$ cat config.mk
export PLATFORM = sky130hd
export DESIGN_NAME = mc_ctrl_flat
export DESIGN_NICKNAME = d
export VERILOG_FILES = /design/src/rtl/mc_ctrl_pkg.sv /design/src/rtl/mc_ctrl_if.sv /design/src/rtl/mc_ctrl_decode.sv /design/src/rtl/mc_ctrl.sv /design/src/flat_wrapper.sv
export SDC_FILE = /design/constraint.sdc
export NUM_CORES = 1
export LEC_CHECK = 0
export CAP_MARGIN = 20
export CELL_PAD_IN_SITES_DETAIL_PLACEMENT = 1
export CELL_PAD_IN_SITES_GLOBAL_PLACEMENT = 2
export CORE_UTILIZATION = 33
export CTS_BUF_LIST = sky130_fd_sc_hd__clkbuf_16
export CTS_CLUSTER_DIAMETER = 120
export DETAILED_ROUTE_END_ITERATION = 7
export DONT_BUFFER_PORTS = 1
export PLACE_DENSITY_LB_ADDON = 0.2
export SLEW_MARGIN = 30
export SYNTH_ARGS = -nofsm -noshare
export SYNTH_HDL_FRONTEND = slang
export SYNTH_HIERARCHICAL = 1
export SYNTH_SLANG_ARGS = --single-unit
$ cat constraint.sdc
create_clock -name clk -period 1.9 [get_ports clk]
set_input_delay 0 -clock clk [delete_from_list [all_inputs] [get_ports clk]]
set_output_delay 0 -clock clk [all_outputs]
set_load 0.01 [all_outputs]
$ cat src/rtl/mc_ctrl_pkg.sv
// Shared encodings for the multi-cycle MIPS controller: ALU, NPC, write-data
// select and ALU source-A codes, opcode/funct values, FSM states and the
// instruction-class flags produced by the decoder.
package mc_ctrl_pkg;

   // ALU operation codes; ALU_NOP passes operand A through unchanged (used by lui)
   localparam logic [2:0] ALU_NOP  = 3'd0;
   localparam logic [2:0] ALU_ADD  = 3'd1;
   localparam logic [2:0] ALU_SUB  = 3'd2;
   localparam logic [2:0] ALU_AND  = 3'd3;
   localparam logic [2:0] ALU_OR   = 3'd4;
   localparam logic [2:0] ALU_SLT  = 3'd5;
   localparam logic [2:0] ALU_SLTU = 3'd6;
   localparam logic [2:0] ALU_SLL  = 3'd7;

   // Next-PC selection
   localparam logic [1:0] NPC_PLUS4  = 2'b00;
   localparam logic [1:0] NPC_BRANCH = 2'b01;
   localparam logic [1:0] NPC_JUMP   = 2'b10;

   // Register-file write data source
   localparam logic WD_ALU = 1'b0;
   localparam logic WD_MEM = 1'b1;

   // ALU operand A source
   localparam logic [1:0] SRCA_RS    = 2'b00;
   localparam logic [1:0] SRCA_SHAMT = 2'b01;
   localparam logic [1:0] SRCA_LUI   = 2'b10;

   // Opcodes
   localparam logic [5:0] OP_RTYPE = 6'h00;
   localparam logic [5:0] OP_J     = 6'h02;
   localparam logic [5:0] OP_BEQ   = 6'h04;
   localparam logic [5:0] OP_ADDI  = 6'h08;
   localparam logic [5:0] OP_ORI   = 6'h0D;
   localparam logic [5:0] OP_LUI   = 6'h0F;
   localparam logic [5:0] OP_LW    = 6'h23;
   localparam logic [5:0] OP_SW    = 6'h2B;

   // R-type funct values
   localparam logic [5:0] F_SLL  = 6'h00;
   localparam logic [5:0] F_ADD  = 6'h20;
   localparam logic [5:0] F_ADDU = 6'h21;
   localparam logic [5:0] F_SUB  = 6'h22;
   localparam logic [5:0] F_SUBU = 6'h23;
   localparam logic [5:0] F_AND  = 6'h24;
   localparam logic [5:0] F_OR   = 6'h25;
   localparam logic [5:0] F_SLT  = 6'h2A;
   localparam logic [5:0] F_SLTU = 6'h2B;

   // Controller states; the numeric values are visible on the State debug port
   typedef enum logic [2:0] {
      S_FETCH  = 3'd0,
      S_DECODE = 3'd1,
      S_EXE    = 3'd2,
      S_MEM    = 3'd3,
      S_WB     = 3'd4
   } state_e;

   // Instruction class flags; exactly one is set for any Op/Funct pair
   typedef struct packed {
      logic rtype;
      logic itype_alu;
      logic lw;
      logic sw;
      logic beq;
      logic j;
      logic illegal;
   } dec_t;

endpackage

$ cat src/rtl/mc_ctrl_if.sv
// Control bundle between the multi-cycle controller and the MIPS datapath.
// The controller side is the master; the datapath side is the slave.
interface mc_ctrl_if;
   logic [5:0] Op;
   logic [5:0] Funct;
   logic       Zero;
   logic       MemReady;
   logic       PCWrite;
   logic       IRWrite;
   logic       RegWrite;
   logic       MemRead;
   logic       MemWrite;
   logic       EXTOp;
   logic [2:0] ALUOp;
   logic [1:0] NPCOp;
   logic [1:0] ALUSrcA;
   logic       ALUSrcB;
   logic       GPRSel;
   logic       WDSel;
   logic       Illegal;
   logic       MemErr;
   logic [2:0] State;

   modport master (
      input  Op, Funct, Zero, MemReady,
      output PCWrite, IRWrite, RegWrite, MemRead, MemWrite, EXTOp, ALUOp,
             NPCOp, ALUSrcA, ALUSrcB, GPRSel, WDSel, Illegal, MemErr, State
   );

   modport slave (
      output Op, Funct, Zero, MemReady,
      input  PCWrite, IRWrite, RegWrite, MemRead, MemWrite, EXTOp, ALUOp,
             NPCOp, ALUSrcA, ALUSrcB, GPRSel, WDSel, Illegal, MemErr, State
   );
endinterface

$ cat src/rtl/mc_ctrl_decode.sv
// Combinational instruction decoder: classifies Op/Funct and produces the
// ALU-side controls used during EXE plus the destination-register select.
module mc_decode
   import mc_ctrl_pkg::*;
(
   input  logic [5:0] op,
   input  logic [5:0] funct,
   output dec_t       dec,
   output logic [2:0] alu_op,
   output logic [1:0] alu_src_a,
   output logic       alu_src_b,
   output logic       ext_op,
   output logic       gpr_rt
);

   // Map opcode (and funct for R-type) onto class flags and ALU controls
   always_comb begin
      dec       = '0;
      alu_op    = ALU_NOP;
      alu_src_a = SRCA_RS;
      alu_src_b = 1'b0;
      ext_op    = 1'b0;
      gpr_rt    = 1'b0;
      case (op)
         OP_RTYPE: begin
            dec.rtype = 1'b1;
            case (funct)
               F_ADD, F_ADDU: alu_op = ALU_ADD;
               F_SUB, F_SUBU: alu_op = ALU_SUB;
               F_AND:         alu_op = ALU_AND;
               F_OR:          alu_op = ALU_OR;
               F_SLT:         alu_op = ALU_SLT;
               F_SLTU:        alu_op = ALU_SLTU;
               F_SLL: begin
                  alu_op    = ALU_SLL;
                  alu_src_a = SRCA_SHAMT;
               end
               default: begin
                  dec.rtype   = 1'b0;
                  dec.illegal = 1'b1;
               end
            endcase
         end
         OP_ADDI: begin
            dec.itype_alu = 1'b1;
            alu_op        = ALU_ADD;
            alu_src_b     = 1'b1;
            ext_op        = 1'b1;
            gpr_rt        = 1'b1;
         end
         OP_ORI: begin
            dec.itype_alu = 1'b1;
            alu_op        = ALU_OR;
            alu_src_b     = 1'b1;
            gpr_rt        = 1'b1;
         end
         OP_LUI: begin
            dec.itype_alu = 1'b1;
            alu_op        = ALU_NOP;
            alu_src_a     = SRCA_LUI;
            gpr_rt        = 1'b1;
         end
         OP_LW: begin
            dec.lw    = 1'b1;
            alu_op    = ALU_ADD;
            alu_src_b = 1'b1;
            ext_op    = 1'b1;
            gpr_rt    = 1'b1;
         end
         OP_SW: begin
            dec.sw    = 1'b1;
            alu_op    = ALU_ADD;
            alu_src_b = 1'b1;
            ext_op    = 1'b1;
         end
         OP_BEQ: begin
            dec.beq = 1'b1;
            alu_op  = ALU_SUB;
         end
         OP_J: dec.j = 1'b1;
         default: dec.illegal = 1'b1;
      endcase
   end

endmodule

$ cat src/rtl/mc_ctrl.sv
// Multi-cycle MIPS controller: FETCH/DECODE/EXE/MEM/WB sequencing, a memory
// ready handshake with a wait-cycle timeout, and per-state enable gating.
module mc_ctrl
   import mc_ctrl_pkg::*;
#(
   parameter int MEM_TIMEOUT = 15,
   parameter int CNT_W       = 4
)(
   input logic        clk,
   input logic        rst,
   mc_ctrl_if.master  bus
);

   // Timeout fires on the (MEM_TIMEOUT-1)th consecutive non-ready MEM cycle,
   // comparing the count that includes the current cycle.
   localparam logic [CNT_W:0] TIMEOUT_AT = (CNT_W+1)'(MEM_TIMEOUT - 1);

   state_e           state_q, state_d;
   logic [CNT_W-1:0] cnt_q, cnt_d;
   logic [CNT_W:0]   cnt_inc;
   logic             timeout_hit;

   dec_t       dec;
   logic [2:0] dec_alu_op;
   logic [1:0] dec_alu_src_a;
   logic       dec_alu_src_b, dec_ext_op, dec_gpr_rt;

   logic       pc_write, ir_write, reg_write, mem_read, mem_write, ext_op;
   logic [2:0] alu_op;
   logic [1:0] npc_op, alu_src_a;
   logic       alu_src_b, gpr_sel, wd_sel, illegal, mem_err;

   mc_decode u_decode (
      .op        (bus.Op),
      .funct     (bus.Funct),
      .dec       (dec),
      .alu_op    (dec_alu_op),
      .alu_src_a (dec_alu_src_a),
      .alu_src_b (dec_alu_src_b),
      .ext_op    (dec_ext_op),
      .gpr_rt    (dec_gpr_rt)
   );

   assign cnt_inc     = {1'b0, cnt_q} + {{CNT_W{1'b0}}, 1'b1};
   assign timeout_hit = (MEM_TIMEOUT != 0) && (cnt_inc >= TIMEOUT_AT);

   // Next-state, wait counter and per-state control outputs
   always_comb begin
      state_d   = state_q;
      cnt_d     = '0;
      pc_write  = 1'b0;
      ir_write  = 1'b0;
      reg_write = 1'b0;
      mem_read  = 1'b0;
      mem_write = 1'b0;
      ext_op    = 1'b0;
      alu_op    = ALU_NOP;
      npc_op    = NPC_PLUS4;
      alu_src_a = SRCA_RS;
      alu_src_b = 1'b0;
      gpr_sel   = 1'b0;
      wd_sel    = WD_ALU;
      illegal   = 1'b0;
      mem_err   = 1'b0;
      case (state_q)
         S_FETCH: begin
            ir_write = 1'b1;
            state_d  = S_DECODE;
         end
         S_DECODE: begin
            if (dec.j) begin
               pc_write = 1'b1;
               npc_op   = NPC_JUMP;
               state_d  = S_FETCH;
            end else if (dec.illegal) begin
               illegal  = 1'b1;
               pc_write = 1'b1;
               state_d  = S_FETCH;
            end else begin
               state_d  = S_EXE;
            end
         end
         S_EXE: begin
            alu_op    = dec_alu_op;
            alu_src_a = dec_alu_src_a;
            alu_src_b = dec_alu_src_b;
            ext_op    = dec_ext_op;
            if (dec.beq) begin
               pc_write = 1'b1;
               npc_op   = bus.Zero ? NPC_BRANCH : NPC_PLUS4;
               state_d  = S_FETCH;
            end else if (dec.lw || dec.sw) begin
               state_d  = S_MEM;
            end else if (dec.rtype || dec.itype_alu) begin
               state_d  = S_WB;
            end else begin
               state_d  = S_FETCH;
            end
         end
         S_MEM: begin
            mem_read  = dec.lw;
            mem_write = dec.sw;
            if (bus.MemReady) begin
               if (dec.lw) begin
                  state_d  = S_WB;
               end else begin
                  pc_write = 1'b1;
                  state_d  = S_FETCH;
               end
            end else if (timeout_hit) begin
               mem_err  = 1'b1;
               pc_write = 1'b1;
               state_d  = S_FETCH;
            end else begin
               cnt_d    = cnt_inc[CNT_W-1:0];
            end
         end
         S_WB: begin
            reg_write = 1'b1;
            pc_write  = 1'b1;
            gpr_sel   = dec_gpr_rt;
            wd_sel    = dec.lw ? WD_MEM : WD_ALU;
            state_d   = S_FETCH;
         end
         default: state_d = S_FETCH;
      endcase
   end

   // State register and wait counter with synchronous reset
   always_ff @(posedge clk) begin
      if (rst) begin
         state_q <= S_FETCH;
         cnt_q   <= '0;
      end else begin
         state_q <= state_d;
         cnt_q   <= cnt_d;
      end
   end

   // Every output is forced low while reset is held, so an abandoned
   // instruction can never write anything in the reset cycle.
   assign bus.PCWrite  = rst ? 1'b0 : pc_write;
   assign bus.IRWrite  = rst ? 1'b0 : ir_write;
   assign bus.RegWrite = rst ? 1'b0 : reg_write;
   assign bus.MemRead  = rst ? 1'b0 : mem_read;
   assign bus.MemWrite = rst ? 1'b0 : mem_write;
   assign bus.EXTOp    = rst ? 1'b0 : ext_op;
   assign bus.ALUOp    = rst ? 3'd0 : alu_op;
   assign bus.NPCOp    = rst ? 2'd0 : npc_op;
   assign bus.ALUSrcA  = rst ? 2'd0 : alu_src_a;
   assign bus.ALUSrcB  = rst ? 1'b0 : alu_src_b;
   assign bus.GPRSel   = rst ? 1'b0 : gpr_sel;
   assign bus.WDSel    = rst ? 1'b0 : wd_sel;
   assign bus.Illegal  = rst ? 1'b0 : illegal;
   assign bus.MemErr   = rst ? 1'b0 : mem_err;
   assign bus.State    = rst ? 3'd0 : state_q;

endmodule

$ cat src/flat_wrapper.sv
// flat-port wrapper written by rule: the top's interface ports become plain ports
module mc_ctrl_flat import mc_ctrl_pkg::*;
#(
   parameter int MEM_TIMEOUT = 15,
   parameter int CNT_W       = 4
)
  (clk, rst, bus_Op, bus_Funct, bus_Zero, bus_MemReady, bus_PCWrite, bus_IRWrite, bus_RegWrite, bus_MemRead, bus_MemWrite, bus_EXTOp, bus_ALUOp, bus_NPCOp, bus_ALUSrcA, bus_ALUSrcB, bus_GPRSel, bus_WDSel, bus_Illegal, bus_MemErr, bus_State);
  mc_ctrl_if bus_i ();
  input logic clk;
  input logic rst;
  input wire logic [$bits(bus_i.Op)-1:0] bus_Op;
  input wire logic [$bits(bus_i.Funct)-1:0] bus_Funct;
  input wire logic [$bits(bus_i.Zero)-1:0] bus_Zero;
  input wire logic [$bits(bus_i.MemReady)-1:0] bus_MemReady;
  output wire logic [$bits(bus_i.PCWrite)-1:0] bus_PCWrite;
  output wire logic [$bits(bus_i.IRWrite)-1:0] bus_IRWrite;
  output wire logic [$bits(bus_i.RegWrite)-1:0] bus_RegWrite;
  output wire logic [$bits(bus_i.MemRead)-1:0] bus_MemRead;
  output wire logic [$bits(bus_i.MemWrite)-1:0] bus_MemWrite;
  output wire logic [$bits(bus_i.EXTOp)-1:0] bus_EXTOp;
  output wire logic [$bits(bus_i.ALUOp)-1:0] bus_ALUOp;
  output wire logic [$bits(bus_i.NPCOp)-1:0] bus_NPCOp;
  output wire logic [$bits(bus_i.ALUSrcA)-1:0] bus_ALUSrcA;
  output wire logic [$bits(bus_i.ALUSrcB)-1:0] bus_ALUSrcB;
  output wire logic [$bits(bus_i.GPRSel)-1:0] bus_GPRSel;
  output wire logic [$bits(bus_i.WDSel)-1:0] bus_WDSel;
  output wire logic [$bits(bus_i.Illegal)-1:0] bus_Illegal;
  output wire logic [$bits(bus_i.MemErr)-1:0] bus_MemErr;
  output wire logic [$bits(bus_i.State)-1:0] bus_State;
  assign bus_i.Op = bus_Op;
  assign bus_i.Funct = bus_Funct;
  assign bus_i.Zero = bus_Zero;
  assign bus_i.MemReady = bus_MemReady;
  assign bus_PCWrite = bus_i.PCWrite;
  assign bus_IRWrite = bus_i.IRWrite;
  assign bus_RegWrite = bus_i.RegWrite;
  assign bus_MemRead = bus_i.MemRead;
  assign bus_MemWrite = bus_i.MemWrite;
  assign bus_EXTOp = bus_i.EXTOp;
  assign bus_ALUOp = bus_i.ALUOp;
  assign bus_NPCOp = bus_i.NPCOp;
  assign bus_ALUSrcA = bus_i.ALUSrcA;
  assign bus_ALUSrcB = bus_i.ALUSrcB;
  assign bus_GPRSel = bus_i.GPRSel;
  assign bus_WDSel = bus_i.WDSel;
  assign bus_Illegal = bus_i.Illegal;
  assign bus_MemErr = bus_i.MemErr;
  assign bus_State = bus_i.State;
  mc_ctrl #(.MEM_TIMEOUT(MEM_TIMEOUT), .CNT_W(CNT_W)) u_core (.clk(clk), .rst(rst), .bus(bus_i));
endmodule
==> results.json, run 1 <==
{
  "synthArstFlopShare": 0,
  "clk-insertion-delay-late_ns": 0.24,
  "period_share": 0.9373,
  "yosysSeqAreaShare": 0.1418,
  "clk_pin_slew_worst_paths_ns": 0.03,
  "crit_required_ns": 1.90,
  "yosysWarnings": 6,
  "powerDensity_nw_per_um2": 525.5,
  "placedCellCount": 162,
  "status": "complete, but fails checks",
  "drv_cap": 0,
  "crit_chain": "inv_1, ha_1, nand2b_1, a21o_1, a2111oi_4, o22ai_2",
  "wl_per_cell_um": 16.36,
  "routed_wl_mm": 2.748,
  "regArea_um2": 140.1,
  "grt_util_all_layers": 0.1780,
  "ys.flop_type": "dfxtp_1",
  "drv_slew": 0,
  "p_leak_nw": 0.4151,
  "violations": "design-rule violations",
  "post_cts_buffers": 0,
  "grt_pass1_vias": 986,
  "num_rows": 19,
  "numCtsBuffers": 3,
  "max_stage_delay_ns": 0.36,
  "ios": 37,
  "cts_root_buf": "clkbuf_16",
  "syn_area_um2": 988.4,
  "via_per_inst": 5.988,
  "dr.first_iter.drc_count": 43,
  "route.vias.total": 1006,
  "cp.arrival_ns": 1.78,
  "antenna_found_initial": 0,
  "syn_nets": 153,
  "post-route-min-period_ns": 1.781,
  "drive_above_1_share": 0.1752,
  "critPathSlowestCell": "dfxtp_1",
  "fin_nets": 156,
  "cp_top_family": "compound AO/OA/AOI/OAI gates",
  "path_max_fanout": 4,
  "fill_cells": 347,
  "grt_max_degree": 15,
  "path_buf_inv": 1,
  "drt_first_pass_iters": 6,
  "stdcell_count": 168,
  "hp-class": "in -> out",
  "core_region_area_um2": 2805,
  "start_kind": "flop",
  "detailed_place_hpwl_mm": 2.050,
  "io_buffers": 0,
  "cts-htree-levels": 1,
  "final.setup.tns_ns": 0,
  "ant_nets": 0,
  "path_class": "reg -> out",
  "die-area_um2": 3218,
  "crit_path_end_kind": "output port",
  "cts_tree": "built",
  "start_util": 0.3524,
  "ys_seq_elements": 7,
  "clock_skew_ns": 0.003662,
  "drc": 6,
  "worst_slew_pin_slew_ns": 0.6428,
  "syn_inst": 135,
  "multiInputGateArea_um2": 809.5,
  "post_synth_num_cell_types": 46,
  "cts_sinks": 7,
  "relSlewSlack": 0.5682,
  "insertedDiodeCount": 0,
  "grt.overflow.total": 0,
  "synth-edff-count": 0,
  "area_growth_pct": 14.94,
  "timing_hold_violations_final": 0,
  "grt_pass1_wl_mm": 4.429,
  "dieWidth_um": 56.73,
  "avgSynthCellArea_um2": 7.322,
  "dieHeight_um": 56.73,
  "globalplace.congestion": 0.7673,
  "ir_drop_mv": 0.2315,
  "setup_viol": 0,
  "max-clock-path-buffers": 2,
  "timing.fmax_mhz": 561.5,
  "rsz0062_at_grt": "no"
}
## logic make-up after synthesis
kind of cell	after synthesis	synth area share
compound gates	31	0.2304
xor+xnor	2	0.01772
fa+ha+maj	3	0.03544
buf+inv	13	0.07595
flops	7	0.1418
mux	1	0.01013
simple gates	78	0.4886
## power by group
group	switching, mW	total (mW)	internal (mW)
Sequential	0.00779	0.158	0.150
Combinational	0.0354	0.0737	0.0383
Clock	0.0909	0.366	0.275
## cell usage in the layout, fill, tap and decap left out, types with 2 or more instances in the layout
cell type,n
or2_2,3
nor2_1,14
dfxtp_1,7
o21ai_0,7
ha_1,2
nand2b_4,2
xor2_1,2
nor4_1,4
nand2_1,8
buf_4,4
o22ai_1,3
or4_4,2
a311oi_1,2
inv_1,6
nand2b_1,3
nor4b_1,4
nor3_1,2
and3_1,2
nor2b_1,5
a211oi_1,3
dlygate4sd3_1,2
nand3_1,5
a21o_1,3
clkbuf_16,3
nor3b_1,2
a21oi_1,2
or3_1,2
and2_1,12
## what timing repair did
action,in CTS,in global routing
hold endpoints to repair,3,0
setup endpoints to repair,1,2
gates resized for setup,2,4
gates cloned,0,0
pin swaps,0,2
hold buffers,2,0
## final timing paths
check                   from                 to  slack (ns)  depth (start not counted)
min reg2reg  u_core/cnt_q[0]    u_core/cnt_q[0]        0.49                          1
max          u_core/cnt_q[1]        bus_PCWrite        0.12                          6
max reg2reg  u_core/cnt_q[0]  u_core/state_q[0]        0.39                          6
min                      rst       bus_State[2]        0.05                          1
## through the flow
stage	hold slack, ns	area [µm²]	power [mW]	worst slack, ns	util
after floorplan	0.1633	988.4	0.2310	0.1738	-
after global placement	0.05134	1001	0.2256	0.1738	0.3568
after detailed placement	0.04960	1001	0.2258	0.1568	0.3568
after CTS	0.04951	1106	0.6016	0.02375	0.3943
after global routing	0.05200	1136	0.6214	0.009514	0.4050
final	0.04837	1136	0.5970	0.1191	0.4050
## metal layers
layer	part of all wire	global-route usage
met5	0	0
met4	0.022	0.08362
met3	0.051	0.03687
met2	0.48	0.2993
met1	0.45	0.2156
## sequential cells by signal, indices dropped and copies added, names as in the netlist
register,cells
u_core/state_q,3
u_core/cnt_q,4
## area by class of cell
| class | instances | area share |
|---|---|---|
| clock buffers | 3 | 0.06608 |
| clock inverters | 1 | 0.003304 |
| inverters | 5 | 0.01652 |
| multi-input cells | 115 | 0.7126 |
| flip-flops and latches | 7 | 0.1233 |
| well taps | 31 | 0.03414 |
| repair buffers | 6 | 0.04405 |
## Yosys cell counts, types with 2 or more instances
| master | number | share of area |
|---|---|---|
| clkbuf_1 | 2 | 0.0076 |
| nand3_1 | 5 | 0.025 |
| nor4_1 | 4 | 0.025 |
| nor4b_1 | 5 | 0.044 |
| xor2_1 | 2 | 0.018 |
| a211oi_1 | 3 | 0.023 |
| nor2b_1 | 5 | 0.032 |
| nor3b_1 | 2 | 0.015 |
| and3_1 | 3 | 0.019 |
| nand2b_4 | 2 | 0.028 |
| nor3_1 | 2 | 0.010 |
| or3_1 | 2 | 0.013 |
| buf_6 | 3 | 0.034 |
| nand2b_1 | 3 | 0.019 |
| or4_4 | 2 | 0.023 |
| or2_2 | 3 | 0.019 |
| a21oi_1 | 2 | 0.010 |
| o22ai_1 | 4 | 0.025 |
| a311oi_1 | 2 | 0.018 |
| and2_1 | 12 | 0.076 |
| inv_1 | 5 | 0.019 |
| ha_1 | 2 | 0.025 |
| nor2_1 | 14 | 0.053 |
| o21ai_0 | 7 | 0.035 |
| buf_2 | 3 | 0.015 |
| dfxtp_1 | 7 | 0.14 |
| nand2_1 | 8 | 0.030 |
| a21o_1 | 3 | 0.023 |
No activity file was read; power rests on OpenSTA's default activity.
==> run 2: changes to the inputs <==
--- a/config.mk
+++ b/config.mk
@@ -5,10 +5,12 @@
 export SDC_FILE = /design/constraint.sdc
 export NUM_CORES = 1
 export LEC_CHECK = 0
+export ABC_AREA = 1
 export CAP_MARGIN = 20
 export CELL_PAD_IN_SITES_DETAIL_PLACEMENT = 1
 export CELL_PAD_IN_SITES_GLOBAL_PLACEMENT = 2
-export CORE_UTILIZATION = 33
+export CORE_MARGIN = 3
+export CORE_UTILIZATION = 29
 export CTS_BUF_LIST = sky130_fd_sc_hd__clkbuf_16
 export CTS_CLUSTER_DIAMETER = 120
 export DETAILED_ROUTE_END_ITERATION = 7
==> run 2 against run 1 <==
  * Fmax up 4.3%
  * Non-clock buffer count down 4
  * Routed wire length down 0.87%
  * Clock-buffer cell count unchanged
  * The run now ends clean
  * Via count up 6.3%
  * Final area down 2.4%
  * Worst setup slack better by 0.074 ns
==> results.json, run 2 <==
{
  "endpoint": "u_core/state_q[2]",
  "routed_wl_mm": 2.724,
  "dieHeight_um": 63.60,
  "start_util": 0.3101,
  "synth_fa_ha_area_frac": 0.02601,
  "cts-htree-levels": 1,
  "crit_chain": "inv_1, nand3_1, inv_1, a32oi_1, nor2_1, dlygate4sd3_1",
  "cp.depth": 6,
  "yosysWarnings": 6,
  "cts_sinks": 7,
  "syn_inst": 172,
  "clock_skew_ns": 0.004177,
  "holdWs_ns": 0.03853,
  "top_register": "u_core/cnt_q",
  "placed_area_um2": 1010,
  "timing.fmax_mhz": 585.9,
  "core_region_area_um2": 3103,
  "largest_register_ffs": 4,
  "timing_hold_violations_final": 0,
  "via_per_inst": 4.859,
  "seqPwrFrac": 0.257,
  "clk-insertion-delay-late_ns": 0.24,
  "path_buf_inv": 3,
  "fin_area_um2": 1109,
  "ios": 37,
  "worstReg2RegStart": "u_core/state_q[2]",
  "relSlewSlack": 0.6384,
  "clk_pin_slew_worst_paths_ns": 0.04,
  "fin_nets": 195,
  "ys.flop_type": "dfxtp_1",
  "route.vias.total": 1069,
  "syn_nets": 190,
  "pwr-share-comb": 0.130,
  "drv_cap": 0,
  "rsz0062_at_grt": "no",
  "synth-edff-count": 0,
  "ir_drop_mv": 0.1903,
  "grt_util_all_layers": 0.1431,
  "setup_viol": 0,
  "hp-class": "in -> reg",
  "cp.arrival_ns": 1.82,
  "max_stage_delay_ns": 0.56,
  "top_regs": "u_core/cnt_q: 4 flops, u_core/state_q: 3 flops",
  "grt_max_degree": 21,
  "r2r_slack_ns": 0.19,
  "ctsHoldBuffers": 2,
  "post-route-min-period_ns": 1.707,
  "globalplace.congestion": 0.7982,
  "numCtsBuffers": 3,
  "p_switching_mw": 0.1434,
  "pwr-share-clk": 0.613,
  "dieWidth_um": 63.60,
  "synth_xor_area_frac": 0,
  "insertedDiodeCount": 0,
  "synthArstFlopShare": 0,
  "crit_required_ns": 2.02,
  "crit_path_end_kind": "flop",
  "synth_compound_area_frac": 0.08583,
  "post_synth_num_cell_types": 25,
  "num_rows": 20,
  "r2r_end": "u_core/state_q[2]",
  "regArea_um2": 140.1,
  "io_buffers": 0,
  "avgSynthCellArea_um2": 5.594,
  "grt.overflow.total": 0,
  "yosys.area.top_type_share": 0.1560,
  "critPathSlowestCell": "dlygate4sd3_1",
  "path_class": "reg -> reg",
  "post_cts_resized": 0,
  "final_cell_mix": "40 x nor2_1, 31 x nand2_1, 26 x inv_1, 13 x nand3_1, 9 x inv_2",
  "ant_nets": 0,
  "status": "completed",
  "drt_first_pass_iters": 4,
  "critical_path.most_common_cell": "inv_1",
  "detailed_place_hpwl_mm": 2.318,
  "start_kind": "flop",
  "fin_util": 0.3573,
  "p_leak_nw": 0.4792,
  "cts_tree": "built",
  "power_switching_share": 0.2420,
  "area_growth_pct": 15.21,
  "ys_seq_elements": 7,
  "startpoint": "u_core/state_q[2]",
  "yosys.area_share.simple": 0.6021,
  "r2r_cells": 6,
  "grt_pass1_vias": 1113,
  "synth_area_leaders": "nor2_1 16%, dfxtp_1 15%, nand2_1 12%",
  "synth_top_family_by_area": "simple AND/OR/NAND/NOR gates",
  "final.setup.tns_ns": 0,
  "drive_above_1_share": 0.1818,
  "antenna_found_initial": 0,
  "cp_top_family": "buffers and inverters",
  "yosysMostFrequentCell": "nor2_1",
  "cts_root_buf": "clkbuf_16",
  "synth_largest_area_cell": "nor2_1",
  "drv_slew": 0,
  "dr.first_iter.drc_count": 37,
  "fill_cells": 448,
  "yosysSeqAreaShare": 0.1456,
  "max-clock-path-buffers": 2,
  "wl_per_cell_um": 12.38,
  "path_max_fanout": 8,
  "syn_area_um2": 962.2,
  "drc": 0,
  "worst_slew_pin_slew_ns": 0.5375,
  "period_share": 0.8983,
  "grt_pass1_wl_mm": 4.623,
  "synthTopCellsByCount": "40 x nor2_1, 31 x nand2_1, 25 x inv_1",
  "final_common_cell": "nor2_1",
  "powerDensity_nw_per_um2": 534.5,
  "synth.area.mux_share": 0,
  "p_int_mw": 0.4491,
  "die-area_um2": 4045,
  "post_cts_buffers": 0,
  "multiInputGateArea_um2": 686.9
}
## run 2: cell count changes after synthesis, moves of 6 or more
cell     before  now
nor2_1       14   40
nand3_1       5   13
and2_1       12    0
inv_2         0    9
o21ai_0       7    1
inv_1         5   25
nand2_1       8   31
## run 2: worst min-delay path by stage
stage | start | endpoint | slack (ns) | depth (start not counted)
floorplan | bus_MemReady | bus_MemErr | 0.05 | 1
global placement | rst | bus_PCWrite | 0.05 | 1
detailed placement | rst | bus_PCWrite | 0.05 | 1
CTS | bus_MemReady | u_core/state_q[0] | 0.04 | 3
global route | rst | bus_RegWrite | 0.05 | 1
finish | bus_MemReady | u_core/state_q[0] | 0.04 | 3
## run 2: through the flow
step | power, mW | instances | setup WS (ns)
floorplan | 0.2224 | 172 | 0.6112
global placement | 0.2280 | 214 | 0.5040
global route | 0.6194 | 220 | 0.01551
CTS | 0.5999 | 220 | 0.2032
finish | 0.5925 | 220 | 0.1932
detailed placement | 0.2294 | 214 | 0.4617
## run 2: tightest hold or removal path: cells and delay by family
kind / cells / cell delay, ns
AOI/OAI and AO/OA: 1 / 0.07
buffers and inverters: 1 / 0.04
and+or+nand+nor: 1 / 0.11
## run 2: cells by family (layout without fill, tap and decap cells)
kind of cell               after synthesis  count (layout)
AOI/OAI and AO/OA                       13              13
adders and majority gates                2               2
buffers and inverters                   36              40
DFF                                      7               7
and+or+nand+nor                        114             114
## run 2: per-layer routing
layer	vias to the layer above	wire [µm]	track usage
met5	-	0	0
met4	0	51	0.06469
met3	5	139	0.03030
met2	28	1207	0.2373
met1	488	1326	0.1756
li1	548	-	-
## run 2: area by class of cell
class | instances | share of cell area
Multi-Input combinational cell | 129 | 0.6196
Sequential cell | 7 | 0.1264
Inverter | 34 | 0.1151
Clock buffer | 3 | 0.06772
Tap cell | 44 | 0.04966
Timing Repair Buffer | 2 | 0.01806
Clock inverter | 1 | 0.003386
## run 2: power groups by stage
stage	clock network, mW	registers, mW	logic (mW)
after floorplan	0	0.154	0.0688
after global placement	0	0.154	0.0738
after detailed placement	0	0.154	0.0754
after CTS	0.370	0.152	0.0781
after global routing	0.380	0.152	0.0874
final	0.363	0.152	0.0771
